$ cat src/rtl/lab_pkg.sv
//==============================================================================
// lab_pkg : shared state encoding and default pattern for the lab serial blocks
// Rev 1.0
//==============================================================================
`default_nettype none

package lab_pkg;

  typedef enum logic [0:0] {
    IDLE  = 1'b0,
    SHIFT = 1'b1
  } state_t;

  // Reference stimulus for the lab sequence detectors, sent MSB first
  localparam logic [24:0] LAB_PATTERN = 25'b0010101101011100010101100;

endpackage : lab_pkg

`default_nettype wire

$ cat src/rtl/serial_pattern_tx_if.sv
//==============================================================================
// serial_pattern_tx_if : load/control inputs and serial outputs of the pattern source
// Rev 1.0
//==============================================================================
`default_nettype none

interface serial_pattern_tx_if #(
  parameter int WIDTH = 25
) ();

  logic             load;
  logic [WIDTH-1:0] data_in;
  logic             loop;
  logic             stop;
  logic             x;
  logic             x_valid;
  logic             busy;
  logic             done;

  modport slave (
    input  load, data_in, loop, stop,
    output x, x_valid, busy, done
  );

  modport master (
    output load, data_in, loop, stop,
    input  x, x_valid, busy, done
  );

endinterface : serial_pattern_tx_if

`default_nettype wire

$ cat src/rtl/bit_tick_gen.sv
//==============================================================================
// bit_tick_gen : clock divider marking the last clock of each DIV-clock bit period
// Rev 1.0
//==============================================================================
`default_nettype none

module bit_tick_gen #(
  parameter int DIV = 1
) (
  input  wire logic clk,
  input  wire logic rst,
  input  wire logic clr,
  input  wire logic en,
  output logic      tick
);

  localparam int                CNT_W  = (DIV > 1) ? $clog2(DIV) : 1;
  localparam logic [CNT_W-1:0]  c_last = CNT_W'(DIV - 1);

  logic [CNT_W-1:0] r_div_cnt;
  logic             w_at_last;

  assign w_at_last = (r_div_cnt == c_last);
  assign tick      = en & w_at_last;

  // Held at zero outside a transfer so every new bit period starts aligned
  always_ff @(posedge clk or posedge rst) begin
    if (rst) begin
      r_div_cnt <= '0;
    end else if (clr || !en) begin
      r_div_cnt <= '0;
    end else if (w_at_last) begin
      r_div_cnt <= '0;
    end else begin
      r_div_cnt <= r_div_cnt + 1'b1;
    end
  end

endmodule : bit_tick_gen

`default_nettype wire

$ cat src/rtl/serial_pattern_tx.sv
//==============================================================================
// serial_pattern_tx : MSB-first parallel-to-serial pattern source, one-shot or looping
// Rev 1.0
//==============================================================================
`default_nettype none

module serial_pattern_tx #(
  parameter int WIDTH = 25,
  parameter int DIV   = 1
) (
  input  wire logic          clk,
  input  wire logic          rst,
  serial_pattern_tx_if.slave bus
);

  import lab_pkg::*;

  localparam int               BC_W   = $clog2(WIDTH);
  localparam logic [BC_W-1:0]  c_last = BC_W'(WIDTH - 1);

  state_t            r_state,   w_state_n;
  logic [WIDTH-1:0]  r_shreg,   w_shreg_n;
  logic [BC_W-1:0]   r_bit_cnt, w_bit_cnt_n;
  logic              r_loop,    w_loop_n;
  logic              r_x,       w_x_n;
  logic              r_x_valid, w_x_valid_n;
  logic              r_busy,    w_busy_n;
  logic              r_done,    w_done_n;

  logic              w_accept;
  logic              w_tick;
  logic              w_last_bit;

  assign w_accept   = (r_state == IDLE) && bus.load;
  assign w_last_bit = (r_bit_cnt == c_last);

  bit_tick_gen #(
    .DIV (DIV)
  ) u_bit_tick_gen (
    .clk  (clk),
    .rst  (rst),
    .clr  (w_accept),
    .en   (r_state == SHIFT),
    .tick (w_tick)
  );

  always_ff @(posedge clk or posedge rst) begin
    if (rst) begin
      r_state   <= IDLE;
      r_shreg   <= '0;
      r_bit_cnt <= '0;
      r_loop    <= 1'b0;
      r_x       <= 1'b0;
      r_x_valid <= 1'b0;
      r_busy    <= 1'b0;
      r_done    <= 1'b0;
    end else begin
      r_state   <= w_state_n;
      r_shreg   <= w_shreg_n;
      r_bit_cnt <= w_bit_cnt_n;
      r_loop    <= w_loop_n;
      r_x       <= w_x_n;
      r_x_valid <= w_x_valid_n;
      r_busy    <= w_busy_n;
      r_done    <= w_done_n;
    end
  end

  always_comb begin
    w_state_n   = r_state;
    w_shreg_n   = r_shreg;
    w_bit_cnt_n = r_bit_cnt;
    w_loop_n    = r_loop;
    w_x_n       = r_x;
    w_x_valid_n = r_x_valid;
    w_busy_n    = r_busy;
    w_done_n    = 1'b0;

    case (r_state)
      IDLE: begin
        w_x_n       = 1'b0;
        w_x_valid_n = 1'b0;
        w_busy_n    = 1'b0;
        if (bus.load) begin
          w_state_n   = SHIFT;
          w_shreg_n   = bus.data_in;
          w_loop_n    = bus.loop;
          w_bit_cnt_n = '0;
          w_x_n       = bus.data_in[WIDTH-1];
          w_x_valid_n = 1'b1;
          w_busy_n    = 1'b1;
        end
      end

      SHIFT: begin
        if (w_tick) begin
          // One-shot completion takes priority over a coincident stop
          if (w_last_bit && !r_loop) begin
            w_state_n   = IDLE;
            w_x_n       = 1'b0;
            w_x_valid_n = 1'b0;
            w_busy_n    = 1'b0;
            w_done_n    = 1'b1;
          end else if (bus.stop) begin
            w_state_n   = IDLE;
            w_x_n       = 1'b0;
            w_x_valid_n = 1'b0;
            w_busy_n    = 1'b0;
          end else begin
            // After WIDTH rotations the register is the original word again,
            // so the wrap in loop mode needs no reload
            w_shreg_n   = {r_shreg[WIDTH-2:0], r_shreg[WIDTH-1]};
            w_bit_cnt_n = w_last_bit ? '0 : r_bit_cnt + 1'b1;
            w_x_n       = r_shreg[WIDTH-2];
          end
        end
      end

      default: begin
        w_state_n = IDLE;
      end
    endcase
  end

  assign bus.x       = r_x;
  assign bus.x_valid = r_x_valid;
  assign bus.busy    = r_busy;
  assign bus.done    = r_done;

endmodule : serial_pattern_tx

`default_nettype wire
$ cat src/flat_wrapper.sv
// flat-port wrapper written by rule: the top's interface ports become plain ports
module serial_pattern_tx_flat import lab_pkg::*;
#(
  parameter int WIDTH = 25,
  parameter int DIV   = 1
)
  (clk, rst, bus_load, bus_data_in, bus_loop, bus_stop, bus_x, bus_x_valid, bus_busy, bus_done);
  serial_pattern_tx_if #(.WIDTH(WIDTH)) bus_i ();
  input  wire logic clk;
  input  wire logic rst;
  input wire logic [$bits(bus_i.load)-1:0] bus_load;
  input wire logic [$bits(bus_i.data_in)-1:0] bus_data_in;
  input wire logic [$bits(bus_i.loop)-1:0] bus_loop;
  input wire logic [$bits(bus_i.stop)-1:0] bus_stop;
  output wire logic [$bits(bus_i.x)-1:0] bus_x;
  output wire logic [$bits(bus_i.x_valid)-1:0] bus_x_valid;
  output wire logic [$bits(bus_i.busy)-1:0] bus_busy;
  output wire logic [$bits(bus_i.done)-1:0] bus_done;
  assign bus_i.load = bus_load;
  assign bus_i.data_in = bus_data_in;
  assign bus_i.loop = bus_loop;
  assign bus_i.stop = bus_stop;
  assign bus_x = bus_i.x;
  assign bus_x_valid = bus_i.x_valid;
  assign bus_busy = bus_i.busy;
  assign bus_done = bus_i.done;
  serial_pattern_tx #(.WIDTH(WIDTH), .DIV(DIV)) u_core (.clk(clk), .rst(rst), .bus(bus_i));
endmodule
$ cat config.mk
export PLATFORM = sky130hd
export DESIGN_NAME = serial_pattern_tx_flat
export DESIGN_NICKNAME = d
export VERILOG_FILES = /design/src/rtl/lab_pkg.sv /design/src/rtl/serial_pattern_tx_if.sv /design/src/rtl/bit_tick_gen.sv /design/src/rtl/serial_pattern_tx.sv /design/src/flat_wrapper.sv
export SDC_FILE = /design/constraint.sdc
export NUM_CORES = 1
export LEC_CHECK = 0
export ABC_AREA = 1
export BUFFER_PORTS_ARGS = -buffer_cell sky130_fd_sc_hd__clkbuf_2
export CAP_MARGIN = 20
export CORE_ASPECT_RATIO = 0.9
export CORE_UTILIZATION = 25
export CTS_CLUSTER_SIZE = 30
export DETAILED_ROUTE_END_ITERATION = 8
export GPL_TIMING_DRIVEN = 0
export HOLD_SLACK_MARGIN = 0.08
export PLACE_DENSITY = 0.51
export SLEW_MARGIN = 20
export SYNTH_ARGS = -nofsm -noshare
export SYNTH_HDL_FRONTEND = slang
export SYNTH_SLANG_ARGS = --single-unit
$ cat constraint.sdc
create_clock -name clk -period 1.65 [get_ports clk]
set_clock_uncertainty 0.05 [all_clocks]
set_input_delay 0.0825 -clock clk [delete_from_list [all_inputs] [get_ports clk]]
set_output_delay 0.0825 -clock clk [all_outputs]
set_load 0.03 [all_outputs]
==> results.toml <==
[route]
num_vias = 1797
routed_via_density = 4.26
drtAntennaViolNets = 0
firstDrtPassIters = 4
drt_iter0_drc = 84
wl_met3_um = 146
top_layer = "met4"
wirelength_mm = 4.59
wl_per_cell_um = 10.9
drc = 0
wl_met2_mm = 2.15
met1Wirelength_mm = 2.24

[clock_network]
clkSinkCount = 35
clk_path_buf_depth = 2
clkLatencyLatePin_ns = 0.29
numCtsBuffers = 5
htreeDepth = 2
clk_pin_slew_ns = 0.07
root_buffer = "clkbuf_8"
cts_tree = "built"

[placement]
routabilityCongestion = 0.751
dp_hpwl_mm = 3.13
port-buffer-count = 33
place_area_mm2 = 0.00213

[yosys]
yosys_warnings = 0
synth-seq-area-share = 0.478
synth_area_per_cell_um2 = 7.25
synth-seq-cells = 35
yosysTopAreaCell = "dfrtp_1"
syn-num-nets = 285
synth_area_mm2 = 0.00183
synth_area_leaders = "dfrtp_1, nand2_1, nand3_1"
synth_edf_count = 0
synth_async_sr_flop_share = 1.00
synth_top_cell_area_share = 0.478
ys_types = 18
yosys_most_used_dff = "dfrtp_1"
synthTopCellsByCount = "nand2_1, dfrtp_1, nand3_1"
synth_most_common_cell = "nand2_1"
syn_inst = 253

[global_routing]
grt_max_degree = 24
grt_overflow = 0
antenna_found_initial = 0
grt_pass1_wl_mm = 8.12
grtUsageTotal = 0.135
grt_pass1_vias = 1752

[outcome]
status = "finished, final reports clean"

[setup_path]
r2r-end = "u_core.r_shreg[3]"
path_cells = "inv_1 -> ha_1 -> nand2_1 -> inv_2 -> nand3_4 -> nand3_4 -> nand2_2 -> buf_8 -> buf_6 -> nand2_1 -> nand2_1"
setup.worst_path.start = "u_core.r_bit_cnt[1]"
crit_top_cell = "nand2_1"
path_delay_family = "simple AND/OR/NAND/NOR gates"
ff2ff_setup_slack_ns = 0.14
cp-end-kind = "flip-flop"
cp.required_ns = 1.78
critPathSlowestCell = "dfrtp_2"
crit_type = "flip-flop to flip-flop"
reg2reg_depth = 11
start_kind = "flip-flop"
worstPathMaxFanout = 10
r2r-start = "u_core.r_bit_cnt[1]"
max_stage_delay_ns = 0.41
critical_path_buf_inv_count = 4
crit_arrival_ns = 1.63

[floorplan]
pin_count = 34
core-area_mm2 = 0.00708
start_util = 0.259
dieHeight_um = 83.2
fp.dieW_um = 92.3
rows = 29
die-area_mm2 = 0.00768

[sta]
min_period_ns = 1.51
finalHoldViolCount = 0
worst-slew-pin-transition_ns = 0.491
final.period_utilization = 0.912
slew_viol_final = 0
relSlewSlack = 0.673
setup_viol = 0
rsz0062_at_grt = "false"
fmax_ghz = 0.664

[hold_path]
min_from = "bus_stop"
whs_path_depth = 4
holdCritPathClass = "input pin to flip-flop"
whs_endpoint = "u_core.r_bit_cnt[1]"

[final_layout]
nNetsFinal = 360
drive_gt1_frac = 0.204
n_fill_cell = 783
diodes = 0
area_delta_synth_final_pct = 41.6
final_util = 0.367
final_area_mm2 = 0.00259

[pwr]
powerDensity_mw_per_mm2 = 1090
total_power_w = 0.00284
ir_drop_v = 0.000363
power.leakage_nw = 1.43

[run]
drv_cap = 0
power breakdown:
group / total, W / leakage, nW / switching, W / internal, W
Sequential: 0.00121 / 0.443 / 0.000127 / 0.00108
Clock: 0.000804 / 0.0612 / 0.000315 / 0.000489
Combinational: 0.000829 / 0.926 / 0.000459 / 0.000370
layout make-up:
cell class	count	area, um^2	share of cell area
Buffer	15	87.6	0.0338
Clock buffer	6	82.6	0.0318
Clock inverter	2	35.0	0.0135
Inverter	12	45.0	0.0174
Multi-Input combinational cell	191	828	0.319
Sequential cell	35	877	0.338
Tap cell	93	116	0.0448
Timing Repair Buffer	68	523	0.202
worst min-delay path, stage by stage:
cell	delay [ns]
clkbuf_2	0.07
inv_1	0.09
nand4_1	0.11
nand2_1	0.05
layout by cell type (no fill, tap or decap), types with 2 or more instances in the layout:
cell	n
inv_2	4
inv_1	8
dlygate4sd3_1	28
nor2_1	7
nand2_1	138
ha_1	2
clkbuf_2	33
nand3_4	2
buf_12	2
nand4_1	2
clkbuf_1	5
a21oi_1	2
buf_2	7
nand3_1	34
buf_4	6
clkbuf_8	6
dfrtp_1	34
state kept, by name, summed over array words and instances, names as in the netlist:
name / cells
u_core.r_loop: 1
u_core.bus.x: 1
u_core.bus.done: 1
u_core.bus.x_valid: 1
u_core.r_state: 1
u_core.r_shreg: 25
u_core.r_bit_cnt: 5
metal layers:
layer | track usage | up-vias
li1 | - | 929
met1 | 0.178 | 837
met2 | 0.220 | 25
met3 | 0.0284 | 6
met4 | 0.0426 | 0
met5 | 0 | -
how the worst max path moves through the flow:
stage	endpoint	depth (start not counted)
after floorplan	u_core.r_shreg[10]	11
after global placement	u_core.r_shreg[8]	11
after detailed placement	u_core.r_shreg[10]	11
after CTS	u_core.r_shreg[3]	11
after global routing	u_core.r_shreg[2]	11
final	u_core.r_shreg[3]	11
metrics by stage:
stage	std cells	setup WS (ns)	TNS (ns)	hold slack [ns]
2_1_floorplan	253	0.178	0	0.187
3_3_place_gp	379	0.0190	0	0.322
3_5_place_dp	380	-0.0153	-0.0253	-0.00775
4_1_cts	417	0.00972	0	0.0972
5_1_grt	422	0.000672	0	0.119
6_report	422	0.144	0	0.0992
cells by family (layout without fill, tap and decap cells):
kind of cell               count (synthesis)  in the layout  synth area share
and+or+nand+nor                          185            185             0.425
adders and majority gates                  2              2            0.0136
xor gates and xnor gates                   1              1           0.00478
DFF                                       35             35             0.478
AOI/OAI and AO/OA                          3              3           0.00819
buffers and inverters                     27            103            0.0703
what timing repair did:
| action | 4_1_cts | 5_1_grt |
|---|---|---|
| hold endpoints to repair | 61 | 0 |
| cloned | 0 | 0 |
| buffers inserted | 1 | 5 |
| hold buffers | 28 | 0 |
| resized for setup | 0 | 3 |
| endpoints found under the setup margin | 10 | 27 |
Power figures use the tool's default switching activity.
